## src/rtl/muldiv_unit.sv

```systemverilog
// muldiv_unit: multi-cycle signed multiply/divide with architectural HI/LO.
//
// Ports:
//   clk, rst        rising-edge clock, synchronous active-high reset
//   Start, S        request and op code (3 = signed mul, 4 = signed div),
//                   sampled only while idle
//   X, Y            signed operands; X is also the mthi/mtlo data
//   WriteHi/Lo      mthi/mtlo, honoured only while not busy
//   Busy            operation in progress (registered)
//   Done            one-cycle pulse after Hi/Lo take the new result
//   DivZero         sticky divide-by-zero flag, cleared by the next accept
//   Hi, Lo          product[63:32]/[31:0], or remainder/quotient
module muldiv_unit #(
  parameter int unsigned WIDTH = 32
) (
  input  logic             clk,
  input  logic             rst,
  input  logic             Start,
  input  logic [3:0]       S,
  input  logic [WIDTH-1:0] X,
  input  logic [WIDTH-1:0] Y,
  input  logic             WriteHi,
  input  logic             WriteLo,
  output logic             Busy,
  output logic             Done,
  output logic             DivZero,
  output logic [WIDTH-1:0] Hi,
  output logic [WIDTH-1:0] Lo
);

  localparam int unsigned CW     = $clog2(WIDTH);
  localparam logic [3:0]  OP_MUL = 4'd3;
  localparam logic [3:0]  OP_DIV = 4'd4;

  typedef enum logic [1:0] {IDLE, CALC, FIX} state_t;

  state_t state, next_state;

  logic [CW-1:0]      cnt;
  logic [WIDTH-1:0]   a_mag, b_mag;
  // Multiply: {partial product, remaining multiplier bits}.
  // Divide: low half shifts the dividend out and the quotient in.
  logic [2*WIDTH-1:0] acc;
  logic [WIDTH:0]     rem;
  logic               is_div, sign_q, sign_r;

  logic               accept, host_wr;
  logic [WIDTH-1:0]   abs_x, abs_y;
  logic [WIDTH:0]     mul_sum;
  logic [WIDTH:0]     rem_sh;
  logic [WIDTH+1:0]   trial;
  logic [2*WIDTH-1:0] prod_s;
  logic [WIDTH-1:0]   q_s, r_s, x_back;

  // State register
  always_ff @(posedge clk) begin
    if (rst) state <= IDLE;
    else     state <= next_state;
  end

  // Next-state logic
  always_comb begin
    next_state = state;
    case (state)
      IDLE: if (accept) next_state = (S == OP_DIV && Y == '0) ? FIX : CALC;
      CALC: if (cnt == CW'(WIDTH - 1)) next_state = FIX;
      FIX:  next_state = IDLE;
      default: next_state = IDLE;
    endcase
  end

  // FSM-derived controls; Busy depends only on the state register
  always_comb begin
    Busy    = (state != IDLE);
    host_wr = (state == IDLE);
    accept  = (state == IDLE) && Start && (S == OP_MUL || S == OP_DIV);
  end

  // Datapath combinational helpers
  always_comb begin
    // Two's-complement negate leaves the most negative value unchanged,
    // which is exactly its unsigned magnitude.
    abs_x   = X[WIDTH-1] ? -X : X;
    abs_y   = Y[WIDTH-1] ? -Y : Y;
    mul_sum = {1'b0, acc[2*WIDTH-1:WIDTH]} + (acc[0] ? {1'b0, a_mag} : '0);
    rem_sh  = {rem[WIDTH-1:0], acc[WIDTH-1]};
    trial   = {1'b0, rem_sh} - {2'b00, b_mag};
    prod_s  = sign_q ? -acc : acc;
    q_s     = sign_q ? -acc[WIDTH-1:0] : acc[WIDTH-1:0];
    r_s     = sign_r ? -rem[WIDTH-1:0] : rem[WIDTH-1:0];
    // Original X rebuilt from magnitude and sign for the divide-by-zero Hi.
    x_back  = sign_r ? -a_mag : a_mag;
  end

  // Datapath and result registers
  always_ff @(posedge clk) begin
    if (rst) begin
      Hi      <= '0;
      Lo      <= '0;
      Done    <= 1'b0;
      DivZero <= 1'b0;
      cnt     <= '0;
      a_mag   <= '0;
      b_mag   <= '0;
      acc     <= '0;
      rem     <= '0;
      is_div  <= 1'b0;
      sign_q  <= 1'b0;
      sign_r  <= 1'b0;
    end else begin
      Done <= (state == FIX);

      if (host_wr) begin
        if (WriteHi) Hi <= X;
        if (WriteLo) Lo <= X;
      end

      if (accept) begin
        a_mag   <= abs_x;
        b_mag   <= abs_y;
        sign_q  <= X[WIDTH-1] ^ Y[WIDTH-1];
        sign_r  <= X[WIDTH-1];
        is_div  <= (S == OP_DIV);
        cnt     <= '0;
        DivZero <= 1'b0;
        rem     <= '0;
        acc     <= (S == OP_DIV) ? {{WIDTH{1'b0}}, abs_x} : {{WIDTH{1'b0}}, abs_y};
      end

      if (state == CALC) begin
        cnt <= cnt + CW'(1);
        if (is_div) begin
          // Restoring step: keep the shifted remainder when the trial
          // subtraction goes negative.
          if (trial[WIDTH+1]) begin
            rem              <= rem_sh;
            acc[WIDTH-1:0]   <= {acc[WIDTH-2:0], 1'b0};
          end else begin
            rem              <= trial[WIDTH:0];
            acc[WIDTH-1:0]   <= {acc[WIDTH-2:0], 1'b1};
          end
        end else begin
          acc <= {mul_sum, acc[WIDTH-1:1]};
        end
      end

      if (state == FIX) begin
        if (is_div) begin
          if (b_mag == '0) begin
            Lo      <= '1;
            Hi      <= x_back;
            DivZero <= 1'b1;
          end else begin
            Lo <= q_s;
            Hi <= r_s;
          end
        end else begin
          Hi <= prod_s[2*WIDTH-1:WIDTH];
          Lo <= prod_s[WIDTH-1:0];
        end
      end
    end
  end

endmodule

```

## config.mk

```make
export PLATFORM = sky130hd
export DESIGN_NAME = muldiv_unit
export DESIGN_NICKNAME = d
export VERILOG_FILES = /design/src/rtl/muldiv_unit.sv
export SDC_FILE = /design/constraint.sdc
export NUM_CORES = 1
export LEC_CHECK = 0
export ABC_AREA = 1
export ABC_CLOCK_PERIOD_IN_PS = 3100
export CELL_PAD_IN_SITES_DETAIL_PLACEMENT = 2
export CELL_PAD_IN_SITES_GLOBAL_PLACEMENT = 2
export CORE_ASPECT_RATIO = 1.4
export CORE_MARGIN = 5
export CORE_UTILIZATION = 25
export CTS_BUF_LIST = sky130_fd_sc_hd__clkbuf_8
export DETAILED_ROUTE_END_ITERATION = 8
export GPL_TIMING_DRIVEN = 0
export HOLD_SLACK_MARGIN = 0.05
export PLACE_DENSITY = 0.65
export SETUP_SLACK_MARGIN = 0.5
export SLEW_MARGIN = 40
export SYNTH_ARGS = -nofsm -noshare
export SYNTH_HDL_FRONTEND = slang
export SYNTH_SLANG_ARGS = --single-unit
```

## constraint.sdc

```tcl
create_clock -name clk -period 3.1 [get_ports clk]
set_input_delay 0.31 -clock clk [delete_from_list [all_inputs] [get_ports clk]]
set_output_delay 0.31 -clock clk [all_outputs]
set_load 0.005 [all_outputs]
```

## Word-level counts from Yosys, hierarchy flattened

Cells that the tools add are included.
Widths: inputs -> output; s select.

| storage, ports and cells | value |
|---|---|
| flip-flop bits (word level) | 237 |
| bits in latches | 0 |
| RAM bits | 0 |
| ROM bits | 0 |
| output and inout port bits | 67 |
| word-level logic and storage cells | 83 |
| memories kept | 0 |

| cells by class | value |
|---|---|
| $add $sub $neg | 9 |
| multiply operators | 0 |
| div/mod/pow operators | 0 |
| $lt $le $gt $ge | 0 |
| equal/unequal tests | 7 |
| shift-type cells | 0 |
| mux-type cells | 37 |
| bitwise gates (word level) | 1 |
| reduce and logical (&&, ||, !) cells | 15 |

Operators by type and width:

| kind | number |
|---|---|
| $mux 32 | 19 |
| $mux 64 | 3 |
| $neg 32->32 | 5 |
| $mux 33 | 4 |
| $logic_not 32->1 | 2 |
| $neg 64->64 | 1 |
| $sub 33x32->34 | 1 |
| $add 32x32->33 | 1 |
| $mux 5 | 2 |
| $reduce_bool 2->1 | 5 |
| $mux 2 | 3 |
| $reduce_and 2->1 | 3 |
| $add 5x1->5 const B | 1 |
| $eq 5x5->1 const B | 1 |
| $mux 1 | 5 |
| $eq 4x2->1 const B | 1 |
| $eq 4x3->1 const B | 1 |
| $ne 2x2->1 const B | 2 |
| $pmux 2 s2 | 1 |
| $logic_and 1x1->1 | 3 |
| $eq 2x1->1 const B | 1 |
| $eq 2x2->1 const B | 1 |
| $logic_not 2->1 | 1 |
| $logic_or 1x1->1 | 1 |
| $xor 1x1->1 | 1 |

## Longest topological paths before layout

Gate-level depths: netlist of the first run.

| depth | value |
|---|---|
| word-level depth | 7 |
| depth in mapped cells | 18 |
| gate-level depth less buffers | 17 |

## Least setup slack after synthesis of the first run

No wires, ideal clock.

| path | value |
|---|---|
| path type | register to register |
| start | register acc[0] |
| end | register acc[63] |
| arrival time | 2099 ps |
| required time | 2991 ps |
| path slack | 892 ps |
| cell stages (with the launch flop) | 16 |
| clock period less this slack | 2208 ps |
| cell sequence | dfxtp_1 -> buf_6 -> clkbuf_1 -> nand2_1 -> inv_1 -> ha_1 -> a21oi_1 -> o21ai_0 -> a21oi_1 -> nor2_1 -> nor3_1 -> nand2_1 -> nand2_1 -> nand3_1 -> nand2_1 -> inv_1 |

| on the way | value |
|---|---|
| cells in the longest elaborated chain, start to end | 4 |

Ends and longest elaborated chain:

| what | line | text |
|---|---|---|
| start: declaration | 43 | `logic [2*WIDTH-1:0] acc;` |
| start signal: assignment | 127 | `acc <= (S == OP_DIV) ? {{WIDTH{1'b0}}, abs_x} : {{WIDTH{1'b0}}, abs_y};` |
| start signal: indexed assignment | 137 | `acc[WIDTH-1:0] <= {acc[WIDTH-2:0], 1'b0};` |
| start signal: indexed assignment | 140 | `acc[WIDTH-1:0] <= {acc[WIDTH-2:0], 1'b1};` |
| $mux 32 | 85 | `mul_sum = {1'b0, acc[2*WIDTH-1:WIDTH]} + (acc[0] ? {1'b0, a_mag} : '0);` |
| $add 32x32->33 | 85 |  |
| $mux 32 | 132 | `if (is_div) begin` |
| $mux 64 | 130 | `if (state == CALC) begin` |

Every way passes these cells.
A chain may end at the register's enable or synchronous reset.

## Final worst setup path of the first run

| path | value |
|---|---|
| start | input port X[1] |
| end | register acc[28] |

| on the way | value |
|---|---|
| cells in the longest elaborated chain, start to end | 5 |

Ends and longest elaborated chain:

| what | line | text |
|---|---|---|
| start: declaration | 20 | `input logic [WIDTH-1:0] X,` |
| $neg 32->32 | 83 | `abs_x = X[WIDTH-1] ? -X : X;` |
| $mux 32 | 83 |  |
| $mux 32 | 127 |  |
| $mux 64 | 118 | `if (accept) begin` |
| $mux 64 | 130 |  |

Every way passes these cells. The select of a mux whose other input is x is not followed.

==> results of run 1 <==
-- worst max path at each step --
stage / from / to / cells past startpoint
detailed placement: X[0] / acc[20] / 12
global route: acc[0] / acc[54] / 16
global placement: X[0] / acc[20] / 12
finish: X[1] / acc[28] / 11
CTS: acc[31] / rem[26] / 14
floorplan: acc[0] / acc[63] / 15
-- layout make-up --
cell class | count | area [um2]
timing repair buffer | 163 | 1580
sequential | 236 | 4740
multi-input combinational | 2757 | 14700
tap | 1079 | 1350
antenna | 3 | 7.51
inverter | 427 | 1610
buffer | 140 | 769
clock inverter | 25 | 218
fill | 10300 | 56900
clock buffer | 64 | 881
-- cell usage in the layout (no fill, tap or decap), types with 9 or more instances in the layout --
cell             instances
nand2_1                832
nor2_1                 417
inv_1                  412
nand3_1                347
a21oi_1                289
o21ai_0                255
dfxtp_1                223
clkdlybuf4s50_1        137
clkbuf_8                72
xor2_1                  70
nand4_1                 58
clkbuf_1                56
o21ai_1                 47
ha_1                    41
buf_2                   36
nor3_1                  35
nand2_2                 28
buf_4                   28
a22oi_1                 28
a21oi_2                 28
nand3b_1                25
nor2_2                  20
inv_2                   19
clkbuf_2                19
nor2_4                  17
ha_4                    17
o211ai_1                15
o21ai_2                 13
xnor2_1                 13
ha_2                    13
dfxtp_2                 13
nand3_2                 12
o22ai_1                 10
or2_2                   10
a31oi_1                  9
a211oi_1                 9
a21o_1                   9
a21oi_4                  9
-- per-layer routing --
layer | share of wire | track usage | vias to the layer above
met5 | 0 | 0 | -
met3 | 0.035 | 0.0291 | 273
li1 | - | - | 12200
met1 | 0.40 | 0.344 | 13300
met4 | 0.069 | 0.161 | 0
met2 | 0.50 | 0.549 | 674
-- registers in the layout, summed over array words and instances (netlist names), 2 cells and up --
| name | cells |
|---|---|
| state | 2 |
| Hi | 32 |
| rem | 32 |
| a_mag | 32 |
| Lo | 32 |
| cnt | 5 |
| b_mag | 32 |
| acc | 64 |
-- logic make-up after synthesis --
| logic type | Yosys count | share of synthesized area |
|---|---|---|
| compound gates | 760 | 0.199 |
| buf+inv | 567 | 0.112 |
| fa+ha+maj | 73 | 0.0446 |
| flops | 236 | 0.227 |
| xor+xnor | 92 | 0.0387 |
| simple gates | 1832 | 0.378 |
-- worst max-delay path, delay by kind of cell --
family	cells	cell delay [ns]
compound gates	4	1.11
fa+ha+maj	1	0.36
buf+inv	2	0.72
simple gates	4	0.71
-- timing repair --
action	in CTS	in global routing
endpoints found under the setup margin	77	96
gates resized for setup	93	154
pin swaps	7	19
buffers inserted	9	17
-- stage by stage --
step	worst slack (ns)	power (mW)	cells	hold slack [ns]	TNS [ns]
after floorplan	0.892	4.81	3560	0.444	0
after global placement	-0.866	6.18	4776	0.455	-6.93
after detailed placement	-0.437	6.22	4776	0.466	-4.66
after CTS	0.372	10.3	4874	0.270	0
after global routing	0.367	10.7	4892	0.357	0
final	0.516	10.3	4894	0.315	0
-- where the power goes --
| part | switching [mW] | internal, mW |
|---|---|---|
| registers | 0.140 | 3.16 |
| logic | 2.16 | 0.937 |
| clock network | 1.81 | 2.12 |
==> impl_metrics.ini, run 1 <==
[setup_path]
critPathLaunchType = input port
slowest_delay_ns = 0.52
path_cells = clkdlybuf4s50_1 -> inv_1 -> ha_2 -> nand3_1 -> nor3_1 -> a31oi_1 -> o21ai_0 -> o21ai_0 -> nand2_1 -> nand2_1 -> a21oi_1
required_ns = 3.72
crit_slowest_cell = o21ai_0
rrSetupSlack_ns = 0.53
reg2regPathDepth = 13
cp_max_fo = 5
crit_type = in -> reg
r2r-end = rem[25]
cp.arrival_ns = 3.21
endpoint_kind = flip-flop
r2r_start = b_mag[14]

[floorplan]
die_area_um2 = 89200
initial_utilization = 0.252
coreArea_um2 = 82700
io_pins = 140
die_w_um = 254
dieHeight_um = 351
row_count = 125

[sta]
period_needed_ns = 2.58
slew_violations = 0
finalSetupViolations = 0
rsz0062_at_grt = true
tightestPinTransition_ns = 1.02
finalClockSkew_ns = 0.0703
hold_viol = 0
relSlewSlack = 0.319
fin_crit_sh = 0.834
fmax_ghz = 0.387

[placed_design]
io_buffers = 137
gp_congestion = 0.958
dpl_cell_area_um2 = 23600
hpwl_um = 116000

[hold_path]
worstHoldEndpoint = b_mag[18]
hp-start = Y[31]
hold_path_class = in -> reg
hold_path_depth = 4

[detailed_routing]
wl_um = 139000
drc = 0
via_count = 26400
antenna_left = 0
drt-initial-drc-count = 1507
vias_per_cell = 5.40
detail_route.wl_per_cell_um = 28.4
drt_first_pass_iters = 5

[cts]
clock-root-buffer = clkbuf_8
cts_buffer_depth = 3
htreeDepth = 2
cts_sinks = 236
cts_tree = done
cts_buffers = 50
cts_hold_buf = 0
clk_latency_ns = 0.73
path_clk_slew_ns = 0.07

[global_route]
grt_pass1_wl_um = 196000
overflow = 0
grt_pass1_vias = 28100
antenna_found_initial = 3
grt.total_usage = 0.300
grt_max_degree = 16

[synth]
synthArstFlopShare = 0
synth.top_cell.area_share = 0.227
yosys.area.top_type = dfxtp_1
yosysSeqAreaShare = 0.227
synth.distinct_cells = 59
avgSynthCellArea_um2 = 5.85
yosys-top-cells-count = 855 x nand2_1, 434 x nor2_1, 411 x inv_1
yosysMostFrequentCell = nand2_1
synth.cell_area_um2 = 20800
syn_nets = 3706
synth-edff-count = 0
syn_inst = 3560
synth_flop_cell = dfxtp_1
synth_seq_cells = 236
ys_warn_count = 0
ys_top_cells_by_area = dfxtp_1 23%, nand2_1 15%, nand3_1 8.5%

[power]
peakVddDrop_v = 0.000282
power_leakage_nw = 12.0
power_density_nw_per_um2 = 400

[cells_and_area]
nNetsFinal = 3921
finalCoreUtilization = 0.312
area_delta_synth_final_pct = 24.1
drive_gt1_frac = 0.111
fin_area_um2 = 25800

[run]
drv_cap = 0

[run_status]
outcome = finished, final reports clean
Note: power is estimated with default switching activity, not from simulation.
==> run 2, diff against run 1 <==
ABC_CLOCK_PERIOD_IN_PS = 2300   (was 3100)
PLACE_DENSITY = 0.68   (was 0.65)
clock period = 2.3 ns   (was 3.1 ns; I/O delays follow)
==> impl_metrics.ini, run 2 (synthesized netlist as in run 1, its figures left out) <==
[sta]
fin_crit_sh = 1.06
rsz0062_at_grt = true
setup_slack_ns = -0.139
slew_violations = 0
finalClockSkew_ns = 0.0386
finalSetupViolations = 40
hold_viol = 0
tns_ns = -1.93
relSlewSlack = 0.400
fmax_ghz = 0.410
period_needed_ns = 2.44
tightestPinTransition_ns = 0.899

[detailed_routing]
antenna_left = 0
drt-initial-drc-count = 1768
vias_per_cell = 5.59
detail_route.wl_per_cell_um = 30.7
drt_first_pass_iters = 5
wl_um = 157000
drc = 0
via_count = 28700

[cells_and_area]
finalCoreUtilization = 0.399
largest_reg_flops = 64
nNetsFinal = 4155
instances_no_fill = 5131
layout_commonest_cell = nand2_1
area_delta_synth_final_pct = 58.8
regMostFlops = acc
fill_cells = 9564
drive_gt1_frac = 0.362
final_cell_mix = 643 x nand2_1, 320 x inv_1, 306 x nor2_1

[setup_path]
slowest_delay_ns = 0.33
crit_top_cell = nand2_4
critPathLaunchType = flip-flop
crit_buf_inv = 5
path_cells = buf_12 -> clkbuf_16 -> nand2_4 -> inv_4 -> ha_4 -> nand2_4 -> buf_6 -> nor2_4 -> nand3_2 -> nand3_4 -> nand2_4 -> buf_6 -> nor2_4 -> nor3_1 -> nand3b_1 -> a21oi_2
cp_top_family = simple AND/OR/NAND/NOR gates
endpoint_kind = flip-flop
cp.arrival_ns = 3.05
crit_type = reg -> reg
cp_max_fo = 8
crit_slowest_cell = dfxtp_2
required_ns = 2.91

[run_status]
outcome = finished, violations left
violations = negative setup slack

[power]
peakVddDrop_v = 0.000345
power_leakage_nw = 14.8
pwr-share-comb = 0.394
switching_share = 0.407
internal-power_mw = 9.73
power_density_nw_per_um2 = 497
clkPwrFrac = 0.336
total_power_mw = 16.4
p_switching_mw = 6.68
pwr-share-seq = 0.271

[placed_design]
io_buffers = 137
post-place-ws_ns = -1.09
dpl.cell_count = 4777
gp_congestion = 0.966
hpwl_um = 117000

[cts]
cts_buffer_depth = 3
htreeDepth = 2
path_clk_slew_ns = 0.07
cts_sinks = 236
clock-root-buffer = clkbuf_8
clk_latency_ns = 0.71
cts_tree = done
cts_buffers = 50

[floorplan]
dieHeight_um = 351
die_w_um = 254
io_pins = 140
coreArea_um2 = 82700
die_area_um2 = 89200
row_count = 125
initial_utilization = 0.252

[global_route]
grt.total_usage = 0.322
overflow = 0
busiest_layer = met2
grt_pass1_wl_um = 210000
met3_usage = 0.0360
met2_usage = 0.572
grt_pass1_vias = 30000
grt_use_met1 = 0.358
antenna_found_initial = 4
grt_max_degree = 15

[hold_path]
hold_path_class = in -> reg

[run]
drv_cap = 0
run 2: area by class of cell:
type	instances	area (um2)	share of cell area
antenna	3	7.51	0.000227
buffer	140	1090	0.0329
clock buffer	59	812	0.0246
clock inverter	33	329	0.00996
inverter	427	1750	0.0531
multi-input combinational	2757	18800	0.570
sequential	236	4870	0.147
tap	1079	1350	0.0409
timing repair buffer	397	4000	0.121
run 2: what timing repair did:
item                       CTS  global route
pin swaps                  218           275
gates resized for setup    890           501
setup endpoints to repair  299           283
cloned                      10             2
buffers inserted           144           102
hold buffers                 0             0
run 2: power by group through the flow:
stage / clock, mW / sequential (mW) / combinational (mW)
3_5_place_dp: 0 / 4.52 / 3.93
2_1_floorplan: 0 / 4.45 / 2.14
5_1_grt: 5.75 / 4.45 / 6.64
3_3_place_gp: 0 / 4.52 / 3.88
4_1_cts: 5.57 / 4.44 / 5.52
6_report: 5.51 / 4.44 / 6.46
run 2: stage by stage:
step                area (um2)  hold WS (ns)
floorplan                21900         0.406
global placement         24600         0.457
detailed placement       24600         0.466
CTS                      30400         0.194
global route             33000         0.130
finish                   33000         0.153
run 2: worst paths after layout:
kind	from	end	slack, ns	cells past startpoint
min	Y[4]	acc[4]	0.15	4
max reg2reg	acc[0]	acc[50]	-0.14	16
max	acc[0]	acc[50]	-0.14	16
min reg2reg	b_mag[27]	b_mag[27]	0.49	2
run 2: worst register-to-register path, cell delays in order, from the launching register on:
cell and delay (ns):
dfxtp_2 0.33, buf_12 0.15, clkbuf_16 0.17, nand2_4 0.07
inv_4 0.04, ha_4 0.31, nand2_4 0.08, buf_6 0.12
nor2_4 0.12, nand3_2 0.11, nand3_4 0.14, nand2_4 0.08
buf_6 0.13, nor2_4 0.09, nor3_1 0.05, nand3b_1 0.19
a21oi_2 0.18
run 2: layer usage:
layer / vias up / part of all wire
li1: 12700 / -
met4: 0 / 0.10
met3: 502 / 0.044
met1: 14500 / 0.37
met2: 1031 / 0.48
met5: - / 0
==> run 3, diff against run 2 <==
ABC_CLOCK_PERIOD_IN_PS = 2320   (was 2300)
PLACE_DENSITY = 0.65   (was 0.68)
clock period = 2.32 ns   (was 2.3 ns; I/O delays follow)
==> impl_metrics.ini, run 3 (synthesized netlist as in run 1, its figures left out) <==
[sta]
whs_ns = 0.115
finalSetupViolations = 40
finalClockSkew_ns = 0.0616
fin_crit_sh = 1.07
rsz0062_at_grt = true
slew_violations = 0
hold_viol = 0
period_needed_ns = 2.49
fmax_ghz = 0.402
setup_slack_ns = -0.170
tightestPinTransition_ns = 0.905
relSlewSlack = 0.397

[placed_design]
post-place-ws_ns = -0.983
gp_congestion = 0.975
hpwl_um = 116000
io_buffers = 137

[setup_path]
critical_path.endpoint = rem[31]
endpoint_kind = flip-flop
critPathLaunchType = flip-flop
r2r_start = rem[2]
cp_max_fo = 5
crit_type = reg -> reg
cp.arrival_ns = 3.06
reg2regPathDepth = 13
r2r-end = rem[31]
rrSetupSlack_ns = -0.17
required_ns = 2.89
crit_start = rem[2]

[cts]
clock-root-buffer = clkbuf_8
cts_sinks = 236
cts_tree = done
cts_buffer_depth = 3
path_clk_slew_ns = 0.07
cts_hold_buf = 0
htreeDepth = 2
cts_buffers = 48
clk_latency_ns = 0.73

[cells_and_area]
final_cell_mix = 689 x nand2_1, 333 x inv_1, 314 x nor2_1
regMostFlops = acc
drive_gt1_frac = 0.330
nNetsFinal = 4111
layout_commonest_cell = nand2_1
area_delta_synth_final_pct = 54.2
largest_reg_flops = 64

[global_route]
grt_max_degree = 14
grt_pass1_vias = 29100
antenna_found_initial = 6
grt_pass1_wl_um = 205000
overflow = 0
grt.total_usage = 0.314

[detailed_routing]
wl_um = 150000
antenna_left = 0
drt_first_pass_iters = 5
vias_per_cell = 5.46
detail_route.wl_per_cell_um = 29.5
drt-initial-drc-count = 1733
drc = 0
via_count = 27700

[run]
drv_cap = 0

[power]
peakVddDrop_v = 0.000406
power_leakage_nw = 14.4
power_density_nw_per_um2 = 485

[run_status]
violations = negative setup slack
outcome = finished, violations left

[floorplan]
die_w_um = 254
io_pins = 140
die_area_um2 = 89200
coreArea_um2 = 82700
initial_utilization = 0.252
dieHeight_um = 351
row_count = 125

[hold_path]
hold_path_class = in -> reg
hold_path_depth = 3
==> run 3: repair_timing <==
action,CTS,global route
buffers inserted,130,76
resized for setup,724,503
pin swaps,157,217
endpoints found under the setup margin,286,278
cloned,11,1
==> run 3: stage by stage <==
| stage | cells | util | setup TNS [ns] | power [mW] | instance area [um2] |
|---|---|---|---|---|---|
| floorplan | 3560 | - | 0 | 6.52 | 21800 |
| global placement | 4776 | 0.297 | -123.20 | 8.32 | 24600 |
| detailed placement | 4776 | 0.297 | -119.18 | 8.37 | 24600 |
| CTS | 5004 | 0.357 | -0.0157 | 14.8 | 29600 |
| global route | 5082 | 0.388 | -7.43 | 16.0 | 32100 |
| finish | 5085 | 0.388 | -2.80 | 15.6 | 32100 |
==> run 3: layout make-up <==
class | count | area [um2]
diodes | 4 | 10.0
plain buffers | 140 | 1110
clock buffers | 63 | 867
clock inverters | 24 | 203
fillers | 9673 | 50600
inverters | 427 | 1740
multi-input cells | 2758 | 18500
flip-flops and latches | 236 | 4850
well taps | 1079 | 1350
repair buffers | 354 | 3500
==> run 3: metal layers <==
layer,track usage,routed length [um],vias up
li1,-,-,12600
met1,0.357,58200,14100
met2,0.579,75000,749
met3,0.0304,5220,361
met4,0.164,11400,2
met5,0,13,-
==> run 3: worst min-delay path by stage <==
stage | to | start | slack (ns)
CTS | Lo[11] | X[11] | 0.15
global route | Lo[9] | X[9] | 0.12
finish | Lo[9] | X[9] | 0.12
global placement | b_mag[15] | b_mag[15] | 0.46
floorplan | Lo[11] | X[11] | 0.41
detailed placement | b_mag[27] | b_mag[27] | 0.46
==> run 3: worst max-delay path: stages (launching register included) <==
cell and delay, ns:
dfxtp_2 0.39, ha_4 0.33, nand2_1 0.11, o21ai_0 0.35, a21oi_2 0.12, o21ai_2 0.20
nand2_4 0.08, nand3_4 0.11, buf_12 0.14, buf_12 0.12, buf_16 0.15, o21ai_2 0.06
nor2_1 0.12, nor2_1 0.05
==> run 3: power breakdown <==
group | internal, mW | switching, mW | total (mW)
Clock | 2.77 | 2.42 | 5.19
Combinational | 2.27 | 3.71 | 5.97
Sequential | 4.20 | 0.198 | 4.40
